### src/rtl/lsu_pkg.sv
// Shared encodings for the load/store memory port: access sizes and FSM states.
package lsu_pkg;

  localparam logic [1:0] SZ_B = 2'd0;
  localparam logic [1:0] SZ_H = 2'd1;
  localparam logic [1:0] SZ_W = 2'd2;
  localparam logic [1:0] SZ_X = 2'd3;

  typedef enum logic [1:0] {IDLE, ACC0, ACC1, DATA} state_t;

endpackage

### src/rtl/lsu_align.sv
// Byte-lane alignment for one load/store: builds the two-word byte masks and
// store data from the byte offset, and assembles/extends the load result.
module lsu_align
  import lsu_pkg::*;
#(
  parameter int NUM_COL    = 4,
  parameter int COL_WIDTH  = 8,
  parameter int DATA_WIDTH = NUM_COL * COL_WIDTH
) (
  input  logic [1:0]            i_off,
  input  logic [1:0]            i_size,
  input  logic                  i_unsigned,
  input  logic [DATA_WIDTH-1:0] i_wdata,
  input  logic [DATA_WIDTH-1:0] i_word0,
  input  logic [DATA_WIDTH-1:0] i_word1,
  output logic                  o_split,
  output logic [NUM_COL-1:0]    o_mask_lo,
  output logic [NUM_COL-1:0]    o_mask_hi,
  output logic [DATA_WIDTH-1:0] o_wd_lo,
  output logic [DATA_WIDTH-1:0] o_wd_hi,
  output logic [DATA_WIDTH-1:0] o_rdata
);

  logic [2*NUM_COL-1:0]    w_base;
  logic [2*NUM_COL-1:0]    w_mask8;
  logic [2*DATA_WIDTH-1:0] w_wz;
  logic [2*DATA_WIDTH-1:0] w_wd64;
  logic [DATA_WIDTH-1:0]   w_lo;

  // Unshifted lane mask and zero-extended store data for the access size
  always_comb begin
    w_base = '0;
    w_wz   = '0;
    case (i_size)
      SZ_B: begin
        w_base[0]              = 1'b1;
        w_wz[COL_WIDTH-1:0]    = i_wdata[COL_WIDTH-1:0];
      end
      SZ_H: begin
        w_base[1:0]            = 2'b11;
        w_wz[2*COL_WIDTH-1:0]  = i_wdata[2*COL_WIDTH-1:0];
      end
      SZ_W: begin
        w_base[NUM_COL-1:0]    = '1;
        w_wz[DATA_WIDTH-1:0]   = i_wdata;
      end
      default: ;
    endcase
  end

  // Shift into place across a two-word window; anything in the upper word means a split access
  assign w_mask8   = w_base << i_off;
  assign w_wd64    = w_wz << (int'(i_off) * COL_WIDTH);
  assign o_mask_lo = w_mask8[NUM_COL-1:0];
  assign o_mask_hi = w_mask8[2*NUM_COL-1:NUM_COL];
  assign o_split   = |w_mask8[2*NUM_COL-1:NUM_COL];
  assign o_wd_lo   = w_wd64[DATA_WIDTH-1:0];
  assign o_wd_hi   = w_wd64[2*DATA_WIDTH-1:DATA_WIDTH];
  assign w_lo      = DATA_WIDTH'({i_word1, i_word0} >> (int'(i_off) * COL_WIDTH));

  // Keep the low n bytes of the realigned load and sign/zero extend
  always_comb begin
    o_rdata = w_lo;
    case (i_size)
      SZ_B: o_rdata = i_unsigned
          ? {{(DATA_WIDTH-COL_WIDTH){1'b0}}, w_lo[COL_WIDTH-1:0]}
          : {{(DATA_WIDTH-COL_WIDTH){w_lo[COL_WIDTH-1]}}, w_lo[COL_WIDTH-1:0]};
      SZ_H: o_rdata = i_unsigned
          ? {{(DATA_WIDTH-2*COL_WIDTH){1'b0}}, w_lo[2*COL_WIDTH-1:0]}
          : {{(DATA_WIDTH-2*COL_WIDTH){w_lo[2*COL_WIDTH-1]}}, w_lo[2*COL_WIDTH-1:0]};
      default: ;
    endcase
  end

endmodule

### src/rtl/lsu_mem_port.sv
// Load/store initiator for one byte-enable RAM port. Each request becomes one
// or two word accesses; split loads are merged from a buffered first word.
module lsu_mem_port
  import lsu_pkg::*;
#(
  parameter int ADDR_WIDTH = 10,
  parameter int NUM_COL    = 4,
  parameter int COL_WIDTH  = 8,
  parameter int DATA_WIDTH = NUM_COL * COL_WIDTH
) (
  input  logic                  clk,
  input  logic                  rst_n,
  input  logic                  req_valid,
  output logic                  req_ready,
  input  logic                  req_we,
  input  logic [1:0]            req_size,
  input  logic                  req_unsigned,
  input  logic [ADDR_WIDTH+1:0] req_addr,
  input  logic [DATA_WIDTH-1:0] req_wdata,
  output logic                  rsp_valid,
  output logic [DATA_WIDTH-1:0] rsp_rdata,
  output logic                  rsp_err,
  output logic                  mem_ena,
  output logic [NUM_COL-1:0]    mem_we,
  output logic [ADDR_WIDTH-1:0] mem_addr,
  output logic [DATA_WIDTH-1:0] mem_din,
  input  logic [DATA_WIDTH-1:0] mem_dout
);

  state_t                r_state;
  logic                  r_we;
  logic [1:0]            r_size;
  logic                  r_unsigned;
  logic [1:0]            r_off;
  logic [ADDR_WIDTH-1:0] r_wa;
  logic [DATA_WIDTH-1:0] r_wdata;
  logic                  r_split;
  logic [DATA_WIDTH-1:0] r_word0;
  logic                  r_rsp_valid;
  logic [DATA_WIDTH-1:0] r_rsp_rdata;
  logic                  r_rsp_err;
  logic                  r_mem_ena;
  logic [NUM_COL-1:0]    r_mem_we;
  logic [ADDR_WIDTH-1:0] r_mem_addr;
  logic [DATA_WIDTH-1:0] r_mem_din;

  logic                  w_idle;
  logic [1:0]            w_off;
  logic [1:0]            w_size;
  logic [DATA_WIDTH-1:0] w_wdata;
  logic [DATA_WIDTH-1:0] w_word0;
  logic                  w_split;
  logic [NUM_COL-1:0]    w_mask_lo;
  logic [NUM_COL-1:0]    w_mask_hi;
  logic [DATA_WIDTH-1:0] w_wd_lo;
  logic [DATA_WIDTH-1:0] w_wd_hi;
  logic [DATA_WIDTH-1:0] w_rdata;

  // In IDLE the aligner looks at the live request so the first access can be registered at accept
  assign w_idle  = (r_state == IDLE);
  assign w_off   = w_idle ? req_addr[1:0] : r_off;
  assign w_size  = w_idle ? req_size      : r_size;
  assign w_wdata = w_idle ? req_wdata     : r_wdata;
  assign w_word0 = r_split ? r_word0 : mem_dout;

  lsu_align #(
    .NUM_COL   (NUM_COL),
    .COL_WIDTH (COL_WIDTH),
    .DATA_WIDTH(DATA_WIDTH)
  ) u_align (
    .i_off     (w_off),
    .i_size    (w_size),
    .i_unsigned(r_unsigned),
    .i_wdata   (w_wdata),
    .i_word0   (w_word0),
    .i_word1   (mem_dout),
    .o_split   (w_split),
    .o_mask_lo (w_mask_lo),
    .o_mask_hi (w_mask_hi),
    .o_wd_lo   (w_wd_lo),
    .o_wd_hi   (w_wd_hi),
    .o_rdata   (w_rdata)
  );

  assign req_ready = w_idle;
  assign rsp_valid = r_rsp_valid;
  assign rsp_rdata = r_rsp_rdata;
  assign rsp_err   = r_rsp_err;
  assign mem_ena   = r_mem_ena;
  assign mem_we    = r_mem_we;
  assign mem_addr  = r_mem_addr;
  assign mem_din   = r_mem_din;

  // Access sequencer: registers each RAM access one state ahead, buffers word0, issues the response
  always_ff @(posedge clk or negedge rst_n) begin
    if (!rst_n) begin
      r_state     <= IDLE;
      r_we        <= 1'b0;
      r_size      <= SZ_B;
      r_unsigned  <= 1'b0;
      r_off       <= '0;
      r_wa        <= '0;
      r_wdata     <= '0;
      r_split     <= 1'b0;
      r_word0     <= '0;
      r_rsp_valid <= 1'b0;
      r_rsp_rdata <= '0;
      r_rsp_err   <= 1'b0;
      r_mem_ena   <= 1'b0;
      r_mem_we    <= '0;
      r_mem_addr  <= '0;
      r_mem_din   <= '0;
    end else begin
      r_rsp_valid <= 1'b0;
      case (r_state)
        IDLE: begin
          if (req_valid) begin
            r_we       <= req_we;
            r_size     <= req_size;
            r_unsigned <= req_unsigned;
            r_off      <= req_addr[1:0];
            r_wa       <= req_addr[ADDR_WIDTH+1:2];
            r_wdata    <= req_wdata;
            r_split    <= w_split;
            if (req_size == SZ_X) begin
              r_rsp_valid <= 1'b1;
              r_rsp_err   <= 1'b1;
              r_rsp_rdata <= '0;
            end else begin
              r_state    <= ACC0;
              r_mem_ena  <= 1'b1;
              r_mem_addr <= req_addr[ADDR_WIDTH+1:2];
              r_mem_we   <= req_we ? w_mask_lo : '0;
              r_mem_din  <= w_wd_lo;
            end
          end
        end
        ACC0: begin
          if (r_split) begin
            r_state    <= ACC1;
            r_mem_addr <= r_wa + ADDR_WIDTH'(1);
            r_mem_we   <= r_we ? w_mask_hi : '0;
            r_mem_din  <= w_wd_hi;
          end else begin
            r_mem_ena  <= 1'b0;
            r_mem_we   <= '0;
            r_mem_addr <= '0;
            r_mem_din  <= '0;
            if (r_we) begin
              r_state     <= IDLE;
              r_rsp_valid <= 1'b1;
              r_rsp_err   <= 1'b0;
              r_rsp_rdata <= '0;
            end else begin
              r_state <= DATA;
            end
          end
        end
        ACC1: begin
          r_word0    <= mem_dout;
          r_mem_ena  <= 1'b0;
          r_mem_we   <= '0;
          r_mem_addr <= '0;
          r_mem_din  <= '0;
          if (r_we) begin
            r_state     <= IDLE;
            r_rsp_valid <= 1'b1;
            r_rsp_err   <= 1'b0;
            r_rsp_rdata <= '0;
          end else begin
            r_state <= DATA;
          end
        end
        DATA: begin
          r_state     <= IDLE;
          r_rsp_valid <= 1'b1;
          r_rsp_err   <= 1'b0;
          r_rsp_rdata <= w_rdata;
        end
        default: r_state <= IDLE;
      endcase
    end
  end

endmodule

### config.mk
export PLATFORM = sky130hd
export DESIGN_NAME = lsu_mem_port
export DESIGN_NICKNAME = d
export VERILOG_FILES = /design/src/rtl/lsu_pkg.sv /design/src/rtl/lsu_align.sv /design/src/rtl/lsu_mem_port.sv
export SDC_FILE = /design/constraint.sdc
export NUM_CORES = 1
export LEC_CHECK = 0
export BUFFER_PORTS_ARGS = -buffer_cell sky130_fd_sc_hd__buf_4
export CAP_MARGIN = 15
export CORE_AREA = 2 2 129 131
export DETAILED_ROUTE_END_ITERATION = 7
export DIE_AREA = 0 0 131 133
export PLACE_DENSITY = 0.86
export SLEW_MARGIN = 20
export SYNTH_ARGS = -nofsm -noshare
export SYNTH_HDL_FRONTEND = slang
export SYNTH_HIERARCHICAL = 1
export SYNTH_SLANG_ARGS = --single-unit
### constraint.sdc
create_clock -name clk -period 4.1 [get_ports clk]
set_input_delay 1.23 -clock clk [delete_from_list [all_inputs] [get_ports clk]]
set_output_delay 1.23 -clock clk [all_outputs]
set_load 0.03 [all_outputs]
### After elaboration in Yosys (flattened, before gate mapping)

Index checks and enable logic that the tools add are counted.

| word-level totals | value |
|---|---|
| bits in registers | 164 |
| latch bits | 0 |
| bits in writable memories | 0 |
| bits in read-only memories | 0 |
| output and inout bits | 82 |
| word-level logic and storage cells | 92 |
| memories kept | 0 |

| operators by class | value |
|---|---|
| add/subtract/negate cells | 1 |
| multipliers | 0 |
| divide/modulo/power cells | 0 |
| order comparisons | 0 |
| eq/ne operators | 10 |
| shift operators | 3 |
| muxes and demuxes | 51 |
| bitwise gates (word level) | 0 |
| reductions and logical operators | 11 |

Operators with widths:

| cell | number |
|---|---|
| two-way mux 32 bit | 11 |
| one-hot mux 32 bit (4 select lines) | 1 |
| one-hot mux 32 bit (3 select lines) | 1 |
| one-hot mux 32 bit (2 select lines) | 1 |
| left shift 32 x 5 -> 64 bit | 1 |
| right shift 64 x 5 -> 32 bit | 1 |
| two-way mux 10 bit | 3 |
| one-hot mux 10 bit (3 select lines) | 1 |
| two-way mux 4 bit | 5 |
| two-way mux 16 bit | 1 |
| two-way mux 8 bit | 2 |
| two-way mux 2 bit | 7 |
| two-way mux 1 bit | 13 |
| one-hot mux 4 bit (3 select lines) | 1 |
| adder 10 x 1 -> 10 bit, second input constant | 1 |
| equality test 2 bit, second input constant | 4 |
| one-hot mux 1 bit (4 select lines) | 2 |
| one-hot mux 2 bit (4 select lines) | 1 |
| left shift 4 x 2 -> 8 bit | 1 |
| != test 2 bit, second input constant | 3 |
| AND reduction 3 bit | 2 |
| equality test 2 x 1 -> 1 bit, second input constant | 2 |
| zero test 2 bit | 2 |
| AND reduction 2 bit | 2 |
| other kinds (7) | 7 |

### Logic depth before layout (Yosys ltp)

Gate-level depths: netlist of run 1.

| logic depth | value |
|---|---|
| word-level depth | 10 |
| gate-level depth with buffers | 13 |
| gate-level depth less buffers | 10 |

### Hierarchy

The synthesis of run 1 kept the hierarchy.

Modules (own cells, without submodules):

| module | instances | cells an instance | area each (µm²) | sequential area each (µm²) |
|---|---|---|---|---|
| lsu_mem_port | 1 | 652 | 7805.0 | 4103.9 |
| lsu_align | 1 | 256 | 1964.4 | 0.0 |

### Worst setup path before layout of run 1

OpenSTA, ideal clock, no wires.

| path | value |
|---|---|
| kind | reg2reg |
| start point | reg r_state[0] |
| end point | reg r_mem_din[24] (netlist: mem_din[24]) |
| setup time | 0.123 ns |
| arrival | 2.915 ns |
| required time | 3.977 ns |
| path slack | 1.063 ns |
| stages on the path, launching flop included | 14 |
| buffers on the path | 3 |
| clock period less this slack | 3.037 ns |
| cell sequence | dfrtp_1 inv_1 ha_1 buf_2 mux2_2 inv_1 ha_1 clkbuf_1 clkbuf_1 nand2_1 a2bb2oi_1 o22ai_1 a221oi_2 nor2_1 |

| between the ends | value |
|---|---|
| word-level cells in the longest chain between the ends | 9 |
| elaborated cells on any way between the ends | 23 |
| classes of those cells | eq/ne (6); shift (1); mux (10); reduce/logical (6) |

RTL lines:

| item | line | text |
|---|---|---|
| start: declaration | lsu_mem_port.sv:30 | `state_t r_state;` |
| start signal: assignment | lsu_mem_port.sv:97 | `r_state <= IDLE;` |
| start signal: assignment | lsu_mem_port.sv:130 | `r_state <= ACC0;` |
| start signal: assignment | lsu_mem_port.sv:140 | `r_state <= ACC1;` |
| zero test 2 bit * | lsu_mem_port.sv:60 | `assign w_idle = (r_state == IDLE);` |
| via req_ready | lsu_mem_port.sv:14 | `output logic req_ready,` |
| two-way mux 2 bit * | lsu_mem_port.sv:62 | `assign w_size = w_idle ? req_size : r_size;` |
| via w_size[0] | lsu_mem_port.sv:49 | `logic [1:0] w_size;` |
| equality test 2 bit, or another cell as far along | lsu_align.sv:34 | `case (i_size)` |
| OR reduction 3 bit (no line) / OR reduction 2 bit (equally long branches) | -- |  |
| two-way mux 8 bit | lsu_align.sv:34 |  |
| left shift 32 x 5 -> 64 bit * | lsu_align.sv:53 | `assign w_wd64 = w_wz << (int'(i_off) * COL_WIDTH);` |
| via w_wd_lo[24] | lsu_mem_port.sv:55 | `logic [DATA_WIDTH-1:0] w_wd_lo;` |
| two-way mux 32 bit * | lsu_mem_port.sv:125 | `if (req_size == SZ_X) begin` |
| two-way mux 32 bit * | lsu_mem_port.sv:117 | `if (req_valid) begin` |
| one-hot mux 32 bit (3 select lines) * | lsu_mem_port.sv:115 | `case (r_state)` |
| end signal: assignment | lsu_mem_port.sv:134 | `r_mem_din <= w_wd_lo;` |
| end signal: assignment | lsu_mem_port.sv:143 | `r_mem_din <= w_wd_hi;` |
| end: declaration | lsu_mem_port.sv:45 | `logic [DATA_WIDTH-1:0] r_mem_din;` |

The timed path passes the listed nets; every way through them passes the cells marked *. The select of a mux whose other input is x is not followed.
A chain may end at the register's enable or synchronous reset.

### Worst setup path in the final report of run 1

| path | value |
|---|---|
| start point | reg r_state[0] |
| end point | reg r_rsp_rdata[10] (netlist: rsp_rdata[10]) |

| between the ends | value |
|---|---|
| word-level cells in the longest chain between the ends | 6 |
| elaborated cells on any way between the ends | 17 |
| classes of those cells | eq/ne (7); shift (1); mux (6); reduce/logical (3) |

RTL lines:

| item | line | text |
|---|---|---|
| zero test 2 bit * | lsu_mem_port.sv:60 |  |
| two-way mux 2 bit * | lsu_mem_port.sv:61 | `assign w_off = w_idle ? req_addr[1:0] : r_off;` |
| via w_off[1] | lsu_mem_port.sv:48 | `logic [1:0] w_off;` |
| right shift 64 x 5 -> 32 bit * | lsu_align.sv:59 | `assign w_lo = DATA_WIDTH'({i_word1, i_word0} >> (int'(i_off) * COL_WIDTH));` |
| two-way mux 32 bit (on tied branches) | lsu_align.sv:69, lsu_align.sv:66 |  |
| one-hot mux 32 bit (2 select lines) * | lsu_align.sv:64 | `case (i_size)` |
| via w_rdata[10] | lsu_mem_port.sv:57 | `logic [DATA_WIDTH-1:0] w_rdata;` |
| one-hot mux 32 bit (4 select lines) * | lsu_mem_port.sv:115 |  |
| end signal: assignment | lsu_mem_port.sv:178 | `r_rsp_rdata <= w_rdata;` |
| end: declaration | lsu_mem_port.sv:40 | `logic [DATA_WIDTH-1:0] r_rsp_rdata;` |

The timed path passes the listed nets; every way through them passes the cells marked *.

==> parameters.txt, run 1 <==
Parameter                              Value

Timing
  Fin crit period ... 3.06 ns
  Setup tns final ... 0 ns
  Crit share post-route ... 74.6%
  Highest achievable clock rate ... 0.327 GHz
  Final slew viol count ... 0
  Setup violations, final ... 0
  Normalized max-slew margin ... 33.8%
  Maximum clock skew at final layout ... 0.00581 ns
  Hold Slack ... 0.484 ns
  RSZ-0062 raised after global routing ... no
  Final Hold Viols ... 0
  Transition time at the pin with the least slew margin ... 0.993 ns

CTS
  CTS tree ... yes
  H-Tree Level Count ... 4
  Clock-pin slew of the registers on the worst-case setup and hold paths ... 0.07 ns
  Insertion delay of the later-clocked pin in the worst-skew pair ... 0.43 ns
  Clock buffers created by TritonCTS ... 17
  Clock buffer depth ... 2
  # Post-CTS Setup Buffers ... 0
  CTS Sinks ... 164
  CTS Hold Bufs ... 0
  CTS resizes ... 0
  Clock root buffer ... sky130_fd_sc_hd__clkbuf_16

Synthesis
  Commonest cells post-synth ... sky130_fd_sc_hd__dfrtp_1 (164), sky130_fd_sc_hd__mux2_2 (156), sky130_fd_sc_hd__nand2_1 (131)
  EDFF count, synth ... 0
  Count of unique library cells instantiated by Yosys ... 46
  Top cell type's share of synthesized area ... 42.0%
  Post-synthesis instance area ... 9770 sq um
  Proportion of synthesized flip-flops having asynchronous set or reset ... 100%
  Top post-synthesis cells by area ... sky130_fd_sc_hd__dfrtp_1 (42%), sky130_fd_sc_hd__mux2_2 (18%), sky130_fd_sc_hd__mux4_2 (7.1%)
  Proportion of synthesized chip area in sequential cells ... 42.0%
  Mean Syn Cell Area ... 10.8 sq um
  Commonest register cell after synthesis ... sky130_fd_sc_hd__dfrtp_1
  FF+latch count, synth ... 164
  Synth Warn # ... 6
  Most frequent cell after synthesis ... sky130_fd_sc_hd__dfrtp_1
  Number of instances in the synthesized netlist ... 908
  Library cell with the largest summed area after synthesis ... sky130_fd_sc_hd__dfrtp_1

Power and ir drop
  Maximum vdd ir drop ... 0.549 mV
  Pwr Density ... 987 nW/um^2
  Leak Pwr ... 0.00515 uW

Die
  Height of the chip ... 133 microns
  Full die area ... 17400 sq um
  Number of top-level pins ... 165
  Std-Cell Core Area ... 16200 sq um
  Placement row count ... 47
  DIE WIDTH ... 131 microns
  Initial Utilization ... 60.4%

Routing
  Vias per std cell ... 6.17
  Wire length per cell after detailed routing ... 20.3 microns
  Pre-Repair DR Iteration Count ... 5
  Number of antenna-violating nets in the routed design ... 0
  DRC ... 0
  Overall via count from detail_route ... 7825
  Detailed Route Iter0 Violations ... 799
  Wire length reported by the detailed router ... 25.7 mm

Status
  Run status ... finished, final reports clean

Final layout
  Summed area of non-filler cells in the final layout ... 11700 sq um
  Post-layout instance count excluding filler cells ... 1268
  Diodes inserted ... 0
  Final Net Count ... 1129
  Fraction of layout cells with a size suffix above 1 ... 42.4%
  Signed area change from the synthesized netlist to the final layout ... 19.4%

Placed design
  Placed instance area ... 11000 sq um
  Placer Congestion ... 0.910
  HPWL after detailed placement ... 17.9 mm
  Number of port buffers ... 164
  Placed Cells ... 1236

Hold path
  Kind of path behind the tightest hold check ... register to register

Flow run
  Maximum Capacitance Violations ... 0

Global route
  Maximum number of pins on one net before global-route repair ... 86
  Global route overflow ... 0
  Wire length of the first global-routing pass ... 40.8 mm
  Initial antenna violation count ... 0
  Total track usage ... 30.4%
  Number of global-route vias before repair ... 7728

Setup path
  CP Launch Type ... register
  Sort of element at the end of the critical path ... register
  WS Path Type ... register to register
  CP arrival ... 3.37 ns
  CP Max Fanout ... 30
  CP required ... 4.41 ns
-- metal layers --
| metal | up-vias | track usage [%] | routed length, microns |
|---|---|---|---|
| met5 | - | 0 | 0 |
| met4 | 0 | 11.8 | 799 |
| met3 | 60 | 5.58 | 1750 |
| met2 | 397 | 49.9 | 12800 |
| met1 | 3856 | 39.8 | 10400 |
| li1 | 3512 | - | - |
-- final cells by class --
cell class / count / area, sq um
clock inverters: 12 / 179
inverters: 12 / 45.0
fillers: 1114 / 4510
multi-input cells: 659 / 5240
repair buffers: 181 / 1380
clock buffers: 20 / 447
flip-flops and latches: 164 / 4100
well taps: 220 / 275
-- state kept, by name, indices dropped and copies added (netlist names) --
register,flops
r_wdata,32
rsp_rdata,32
mem_ena,1
r_we,1
rsp_err,1
r_off,2
mem_addr,10
r_word0,32
r_state,2
mem_we,4
r_split,1
rsp_valid,1
r_wa,10
mem_din,32
r_size,2
r_unsigned,1
-- cell usage in the layout, fill, tap and decap left out, types with 2 or more instances in the layout --
| cell | synthesis | final |
|---|---|---|
| sky130_fd_sc_hd__a21o_1 | 4 | 3 |
| sky130_fd_sc_hd__a21oi_1 | 5 | 5 |
| sky130_fd_sc_hd__a221oi_1 | 3 | 3 |
| sky130_fd_sc_hd__a221oi_2 | 34 | 34 |
| sky130_fd_sc_hd__a2bb2oi_1 | 7 | 7 |
| sky130_fd_sc_hd__a32oi_1 | 12 | 12 |
| sky130_fd_sc_hd__and2_1 | 19 | 19 |
| sky130_fd_sc_hd__buf_4 | 12 | 179 |
| sky130_fd_sc_hd__bufinv_16 | 0 | 4 |
| sky130_fd_sc_hd__clkbuf_1 | 23 | 2 |
| sky130_fd_sc_hd__clkbuf_16 | 0 | 17 |
| sky130_fd_sc_hd__clkinv_2 | 0 | 2 |
| sky130_fd_sc_hd__clkinv_4 | 0 | 2 |
| sky130_fd_sc_hd__clkinvlp_4 | 0 | 3 |
| sky130_fd_sc_hd__conb_1 | 1 | 9 |
| sky130_fd_sc_hd__dfrtp_1 | 164 | 164 |
| sky130_fd_sc_hd__ha_1 | 11 | 10 |
| sky130_fd_sc_hd__inv_1 | 9 | 9 |
| sky130_fd_sc_hd__inv_2 | 2 | 2 |
| sky130_fd_sc_hd__mux2_2 | 156 | 155 |
| sky130_fd_sc_hd__mux2_4 | 1 | 2 |
| sky130_fd_sc_hd__mux2i_1 | 8 | 8 |
| sky130_fd_sc_hd__mux4_2 | 31 | 31 |
| sky130_fd_sc_hd__nand2_1 | 131 | 130 |
| sky130_fd_sc_hd__nand3_1 | 9 | 9 |
| sky130_fd_sc_hd__nor2_1 | 99 | 98 |
| sky130_fd_sc_hd__nor2b_1 | 4 | 4 |
| sky130_fd_sc_hd__nor3_1 | 3 | 3 |
| sky130_fd_sc_hd__o211ai_1 | 5 | 5 |
| sky130_fd_sc_hd__o21ai_0 | 36 | 36 |
| sky130_fd_sc_hd__o21ai_1 | 35 | 35 |
| sky130_fd_sc_hd__o22ai_1 | 16 | 16 |
| sky130_fd_sc_hd__xnor2_1 | 6 | 6 |
-- cell families (layout without fill, tap and decap cells) --
group	count (synthesis)	count (layout)	share of synthesized area, %
simple gates	271	271	11.4
mux	196	196	26.1
compound gates	165	165	13.5
flops	164	164	42.0
buf+inv	93	225	4.92
fa+ha+maj	11	11	1.41
xor+xnor	7	7	0.628
other cells	1	9	0.0384
-- worst max-delay path, stage by stage (launching register included) --
cell	delay, ns
sky130_fd_sc_hd__dfrtp_1	0.41
sky130_fd_sc_hd__inv_1	0.12
sky130_fd_sc_hd__ha_2	0.36
sky130_fd_sc_hd__mux2_2	0.60
sky130_fd_sc_hd__buf_4	0.50
sky130_fd_sc_hd__mux4_2	0.56
sky130_fd_sc_hd__nand2_1	0.09
sky130_fd_sc_hd__o21ai_0	0.11
sky130_fd_sc_hd__nand2_1	0.12
sky130_fd_sc_hd__o21ai_1	0.06
-- metrics by stage --
| stage | total power [uW] | setup WS, ns | util [%] |
|---|---|---|---|
| detailed placement | 9690 | 0.736 | 68.2 |
| global route | 12200 | 0.871 | 72.1 |
| finish | 11500 | 1.04 | 72.1 |
| global placement | 9490 | 0.792 | 68.2 |
| CTS | 11400 | 1.07 | 72.1 |
| floorplan | 7980 | 1.06 | - |
-- report_power, final --
part | internal [uW] | switching [uW] | total, uW
Combinational | 2900 | 4030 | 6930
Sequential | 2380 | 513 | 2890
Clock | 1040 | 662 | 1700
Total | 6320 | 5200 | 11500
-- worst paths after layout --
kind | startpoint | end | slack (ns) | cells after the start
worst max-delay path | r_state[0] | rsp_rdata[10] | 1.04 | 9
worst min-delay path | rsp_rdata[18] | rsp_rdata[18] | 0.48 | 2
worst max register to register | r_state[0] | rsp_rdata[10] | 1.04 | 9
worst min register to register | rsp_rdata[18] | rsp_rdata[18] | 0.48 | 2
max in group asynchronous | rst_n | mem_din[11] | 2.53 | 2
min in group asynchronous | rst_n | rsp_rdata[2] | 0.70 | 1
Note: power is estimated with default switching activity, not from simulation.
==> inputs of run 2 (changes only) <==
Settings changed: CORE_AREA 2 2 129 131 to 2 2 141 143, DIE_AREA 0 0 131 133 to 0 0 143 145, PLACE_DENSITY 0.86 to 0.76.
Clock period 4.1 ns to 2.6 ns, I/O delays scaled along.
==> run 2 against run 1 <==
Power up 62%; count of clock-buffer cells in the layout fell by 1; final cell count rose by 5.6%; wire length shrank 0.17%; global-route usage decreased by 5.0 points; via count down 2.2%; sequential power is 56% higher; largest power group unchanged; critical path depth is the same; critical path type unchanged; maximum frequency is 21% higher; flip-flop and latch count is the same.
==> parameters.txt, run 2 (synthesized netlist as in run 1, its figures left out) <==
Parameter                              Value

Hold path
  Kind of path behind the tightest hold check ... input pin to async pin

Setup path
  Dominant delay contributor by cell family on the critical path ... multiplexers
  CP arrival ... 2.84 ns
  Slowest Stage Delay on Critical Path ... 0.47 ns
  Critical path depth in cells ... 9
  Critical register-to-register path startpoint ... r_state[1]
  Critical-path top delay cell ... sky130_fd_sc_hd__mux4_2
  CP Launch Type ... register
  Worst Path Buf+Inv ... 2
  FF-to-FF End ... rsp_rdata[27]
  First element of the critical path ... r_state[1]
  CP Max Fanout ... 16
  Sort of element at the end of the critical path ... register
  Reg2reg path depth ... 9
  WS Path Type ... register to register
  End of the critical path ... rsp_rdata[27]
  List of cells traversed by the critical path ... inv_2, ha_4, mux2_4, mux4_2, a222oi_1, buf_4, o21ai_0, nand2_1, o21ai_1
  Worst-case register-to-register setup slack ... 0.08 ns
  CP required ... 2.92 ns

Timing
  Final slew viol count ... 0
  RSZ-0062 raised after global routing ... yes
  Crit share post-route ... 96.9%
  Normalized max-slew margin ... 57.9%
  Maximum clock skew at final layout ... 0.0117 ns
  Setup violations, final ... 0
  Hold Slack ... 0.271 ns
  Fin crit period ... 2.52 ns
  Transition time at the pin with the least slew margin ... 0.632 ns
  Setup tns final ... 0 ns
  Highest achievable clock rate ... 0.397 GHz
  Final Hold Viols ... 0

Die
  Number of top-level pins ... 165
  Placement row count ... 51
  DIE WIDTH ... 143 microns
  Initial Utilization ... 50.9%
  Height of the chip ... 145 microns
  Full die area ... 20700 sq um
  Std-Cell Core Area ... 19200 sq um

CTS
  H-Tree Level Count ... 4
  CTS Sinks ... 164
  # Post-CTS Setup Buffers ... 0
  Clock buffer depth ... 2
  Insertion delay of the later-clocked pin in the worst-skew pair ... 0.44 ns
  Clock-pin slew of the registers on the worst-case setup and hold paths ... 0.07 ns
  CTS tree ... yes
  Clock root buffer ... sky130_fd_sc_hd__clkbuf_16
  Clock buffers created by TritonCTS ... 17

Global route
  Wire length of the first global-routing pass ... 41.1 mm
  Maximum number of pins on one net before global-route repair ... 52
  Global route overflow ... 0
  Total track usage ... 25.4%
  Initial antenna violation count ... 0
  Number of global-route vias before repair ... 7605

Power and ir drop
  Pwr Density ... 1550 nW/um^2
  Leak Pwr ... 0.00530 uW
  Maximum vdd ir drop ... 0.833 mV
  Post-layout power ... 18700 uW

Placed design
  HPWL after detailed placement ... 18.5 mm
  Number of port buffers ... 164
  Placed instance area ... 11500 sq um
  Placer Congestion ... 0.872

Final layout
  Summed area of non-filler cells in the final layout ... 12100 sq um
  Storage cell area ... 4100 sq um
  Total area of multi-input combinational cells ... 5340 sq um
  Signed area change from the synthesized netlist to the final layout ... 23.6%
  Most frequent cells in the layout ... sky130_fd_sc_hd__buf_4 (194), sky130_fd_sc_hd__dfrtp_1 (164), sky130_fd_sc_hd__mux2_2 (155), sky130_fd_sc_hd__nand2_1 (130), sky130_fd_sc_hd__nor2_1 (99)
  Fraction of layout cells with a size suffix above 1 ... 45.3%
  Diodes inserted ... 0
  Fillers ... 1535
  Final Net Count ... 1155
  Final core area utilization ... 62.8%
  Most common cell after layout, fill and taps aside ... sky130_fd_sc_hd__buf_4

Routing
  Overall via count from detail_route ... 7655
  Vias per std cell ... 5.72
  Pre-Repair DR Iteration Count ... 5
  Wire length reported by the detailed router ... 25.7 mm
  Number of antenna-violating nets in the routed design ... 0
  Detailed Route Iter0 Violations ... 566
  DRC ... 0
  Wire length per cell after detailed routing ... 19.2 microns

Status
  Run status ... finished, final reports clean

Flow run
  Maximum Capacitance Violations ... 0
[run 2: cell types whose count changed in the layout (fill, tap and decap cells not counted), sizes merged]
cell      previous run  this run
clkinvlp             3         8
clkbuf              20        19
clkinv               5         2
buf                181       207
bufinv               4         0
inv                 12        15
[run 2: worst min-delay path by stage]
stage | startpoint | endpoint | slack, ns | cells past startpoint
after floorplan | r_word0[0] | r_word0[0] | 0.47 | 1
after global placement | mem_we[1] | mem_we[1] | 0.47 | 2
after detailed placement | mem_we[1] | mem_we[1] | 0.48 | 2
after CTS | rst_n | rsp_rdata[20] | 0.28 | 1
after global routing | rst_n | rsp_rdata[19] | 0.29 | 1
final | rst_n | rsp_rdata[20] | 0.27 | 1
[run 2: repair_timing]
item	in CTS	in global routing
endpoints found under the setup margin	16	14
gates resized for setup	1	13
pin swaps	0	4
hold buffers	0	0
[run 2: power breakdown]
part	internal, uW	switching (uW)	total (uW)
logic	5240	6560	11800
registers	3750	763	4520
clock network	1250	1080	2330
total	10200	8400	18700
[run 2: final cells by class]
class	count	area share [%]
Clock buffer	19	3.67
Clock inverter	13	0.829
Inverter	12	0.373
Multi-Input combinational cell	659	44.2
Sequential cell	164	34.0
Tap cell	265	2.75
Timing Repair Buffer	207	14.1
[run 2: worst register-to-register path: stages, from the launching register on]
cell and delay (ns):
sky130_fd_sc_hd__dfrtp_1 0.38, sky130_fd_sc_hd__inv_2 0.10, sky130_fd_sc_hd__ha_4 0.20, sky130_fd_sc_hd__mux2_4 0.38, sky130_fd_sc_hd__mux4_2 0.47, sky130_fd_sc_hd__a222oi_1 0.32
sky130_fd_sc_hd__buf_4 0.27, sky130_fd_sc_hd__o21ai_0 0.11, sky130_fd_sc_hd__nand2_1 0.12, sky130_fd_sc_hd__o21ai_1 0.06
[run 2: stage by stage]
stage,std cells,worst slack (ns)
2_1_floorplan,916,-0.0413
3_3_place_gp,1307,-0.146
3_5_place_dp,1307,-0.256
4_1_cts,1339,0.0696
5_1_grt,1339,-0.0115
6_report,1339,0.0802
[run 2: routing by layer]
layer / global-route usage [%] / vias to the layer above / part of all wire [%]
li1: - / 3566 / -
met1: 33.1 / 3725 / 42
met2: 41.0 / 302 / 48
met3: 4.59 / 62 / 6.1
met4: 11.9 / 0 / 3.9
met5: 0 / - / 0
==> inputs of run 3 (changes only) <==
--- a/config.mk
+++ b/config.mk
@@ -7,3 +7,3 @@
 export LEC_CHECK = 0
-export BUFFER_PORTS_ARGS = -buffer_cell sky130_fd_sc_hd__buf_4
+export BUFFER_PORTS_ARGS = -buffer_cell sky130_fd_sc_hd__buf_2
 export CAP_MARGIN = 15
==> constraint.sdc (replaced) <==
create_clock -name clk -period 2.6 [get_ports clk]
set_input_delay 0.26 -clock clk [delete_from_list [all_inputs] [get_ports clk]]
set_output_delay 0.26 -clock clk [all_outputs]
set_load 0.03 [all_outputs]
==> run 3 against run 2 <==
Sequential share of layout area rose by 0.98 points; flip-flop and latch count did not move; count of clock-buffer cells in the layout did not move; highest routed layer unchanged; via count rose by 1.1%; die area did not move; clock skew fell by 0.0018 ns; register-to-register slack barely moved; critical endpoint is now mem_din[28]; wire length rose by 0.65%; final cell count fell by 0.30%; critical path depth rose by 2.
==> parameters.txt, run 3 (synthesized netlist as in run 1, its figures left out) <==
Parameter                              Value

Power and ir drop
  Psw ... 8460 uW
  Internal power ... 10400 uW
  Part of the power in registers ... 23.8%
  Pwr Density ... 1610 nW/um^2
  Leak Pwr ... 0.00526 uW
  Share of total power consumed by net switching ... 44.8%
  Maximum vdd ir drop ... 0.919 mV
  Power share of the combinational group ... 60.6%
  Fraction of power consumed by the clock network ... 15.6%

Status
  Run status ... finished, final reports clean

Final layout
  Most common cell after layout, fill and taps aside ... sky130_fd_sc_hd__dfrtp_1
  Fillers ... 1526
  Post-layout instance count excluding filler cells ... 1335
  Final core area utilization ... 61.1%
  Signed area change from the synthesized netlist to the final layout ... 20.1%
  Final Net Count ... 1150
  Most frequent cells in the layout ... sky130_fd_sc_hd__dfrtp_1 (164), sky130_fd_sc_hd__buf_2 (163), sky130_fd_sc_hd__mux2_2 (155), sky130_fd_sc_hd__nand2_1 (129), sky130_fd_sc_hd__nor2_1 (99)
  Fraction of layout cells with a size suffix above 1 ... 45.1%

Timing
  Setup violations, final ... 0
  RSZ-0062 raised after global routing ... yes
  Fin crit period ... 2.52 ns
  Final Hold Viols ... 0
  Crit share post-route ... 97.1%
  Maximum clock skew at final layout ... 0.00996 ns
  Transition time at the pin with the least slew margin ... 0.638 ns
  Highest achievable clock rate ... 0.396 GHz
  Final slew viol count ... 0
  Normalized max-slew margin ... 57.5%
  Setup tns final ... 0 ns

Global route
  Initial antenna violation count ... 1
  Wire length of the first global-routing pass ... 40.9 mm
  Number of global-route vias before repair ... 7546
  Maximum number of pins on one net before global-route repair ... 66
  Total track usage ... 25.1%
  Global route overflow ... 0

Setup path
  CP required ... 2.92 ns
  CP Launch Type ... register
  Sort of element at the end of the critical path ... register
  Reg2reg path depth ... 11
  CP arrival ... 2.84 ns
  CP Max Fanout ... 17
  WS Path Type ... register to register

Placed design
  Placed Cells ... 1297
  Placer Congestion ... 0.873
  Number of port buffers ... 164
  HPWL after detailed placement ... 17.8 mm

CTS
  Clock buffer depth ... 2
  Clock-pin slew of the registers on the worst-case setup and hold paths ... 0.07 ns
  Clock root buffer ... sky130_fd_sc_hd__clkbuf_16
  CTS Sinks ... 164
  Insertion delay of the later-clocked pin in the worst-skew pair ... 0.43 ns
  H-Tree Level Count ... 4
  Clock buffers created by TritonCTS ... 17
  CTS tree ... yes

Routing
  Length of routed met3 wiring ... 1.65 mm
  DRC ... 0
  Routed metal-1 wirelength ... 10.8 mm
  Highest metal layer with signal wires ... met4
  Wire length per cell after detailed routing ... 19.4 microns
  Detailed Route Iter0 Violations ... 703
  Wire length reported by the detailed router ... 25.8 mm
  Vias per std cell ... 5.80
  Met2 wire length ... 12.5 mm
  Number of antenna-violating nets in the routed design ... 0
  Pre-Repair DR Iteration Count ... 7
  Overall via count from detail_route ... 7737

Hold path
  Kind of path behind the tightest hold check ... input pin to register
  Hold-critical path depth ... 2

Die
  Height of the chip ... 145 microns
  Std-Cell Core Area ... 19200 sq um
  Placement row count ... 51
  DIE WIDTH ... 143 microns
  Number of top-level pins ... 165
  Full die area ... 20700 sq um
  Initial Utilization ... 50.9%

Flow run
  Maximum Capacitance Violations ... 0
-- run 3: cell types whose count changed in the layout (fill, tap and decap cells not counted), sizes merged --
cell	previous run	this run
buf	207	200
bufinv	0	6
clkbuf	19	20
clkinv	2	5
clkinvlp	8	0
diode	0	1
dlygate4sd3	0	1
inv	15	14
-- run 3: area by class of cell --
class / instances / area [sq um] / share of cell area [%]
Sequential cell: 164 / 4100 / 35.0
Tap cell: 265 / 332 / 2.83
Timing Repair Buffer: 202 / 1210 / 10.3
Multi-Input combinational cell: 659 / 5350 / 45.6
Antenna cell: 1 / 2.50 / 0.0213
Inverter: 12 / 45.0 / 0.384
Clock buffer: 19 / 443 / 3.77
Clock inverter: 13 / 246 / 2.10
-- run 3: repair_timing --
| item | 4_1_cts | 5_1_grt |
|---|---|---|
| pin swaps | 0 | 4 |
| setup endpoints to repair | 5 | 42 |
| buffers inserted | 0 | 3 |
| hold buffers | 1 | 0 |
| gates resized for setup | 1 | 21 |
| gates cloned | 0 | 1 |
| hold endpoints to repair | 62 | 0 |
-- run 3: routing by layer --
| metal | vias to the layer above | track usage (%) |
|---|---|---|
| met5 | - | 0 |
| met4 | 0 | 10.2 |
| met3 | 62 | 4.75 |
| met2 | 360 | 40.4 |
| met1 | 3766 | 33.5 |
| li1 | 3549 | - |
-- run 3: power by group through the flow --
stage               clock, uW  combinational [uW]  sequential [uW]
floorplan                   0                7450             5320
global placement            0               10800             4450
detailed placement          0               10900             4500
CTS                      2980               11000             4480
global route             3070               12200             4630
finish                   2950               11400             4500
-- run 3: final timing paths --
check	startpoint	endpoint	slack (ns)
worst max-delay path	r_state[0]	mem_din[28]	0.08
worst min-delay path	req_wdata[30]	r_wdata[30]	0.07
worst max register to register	r_state[0]	mem_din[28]	0.08
worst min register to register	rsp_rdata[14]	rsp_rdata[14]	0.48
max in group asynchronous	rst_n	r_word0[25]	1.33
min in group asynchronous	rst_n	rsp_rdata[19]	0.39
-- run 3: worst max-delay path, stage by stage (launching register included) --
cell and delay [ns]:
sky130_fd_sc_hd__dfrtp_1 0.42, sky130_fd_sc_hd__inv_2 0.11, sky130_fd_sc_hd__ha_4 0.19, sky130_fd_sc_hd__mux2_2 0.38
sky130_fd_sc_hd__inv_1 0.11, sky130_fd_sc_hd__ha_1 0.26, sky130_fd_sc_hd__buf_6 0.18, sky130_fd_sc_hd__nand2_1 0.10
sky130_fd_sc_hd__a2bb2oi_2 0.20, sky130_fd_sc_hd__o22ai_1 0.12, sky130_fd_sc_hd__a221oi_2 0.28, sky130_fd_sc_hd__nor2_1 0.06
-- run 3: per-stage QoR --
step / power [uW] / area, sq um / setup WS, ns / hold slack, ns
after global routing: 19900 / 11700 / -0.0127 / 0.0717
after CTS: 18400 / 11600 / 0.0333 / 0.0610
final: 18900 / 11700 / 0.0758 / 0.0675
after detailed placement: 15400 / 10900 / -0.00382 / 0.302
after floorplan: 12800 / 9850 / -0.0413 / -0.0356
after global placement: 15200 / 10900 / 0.0293 / 0.309
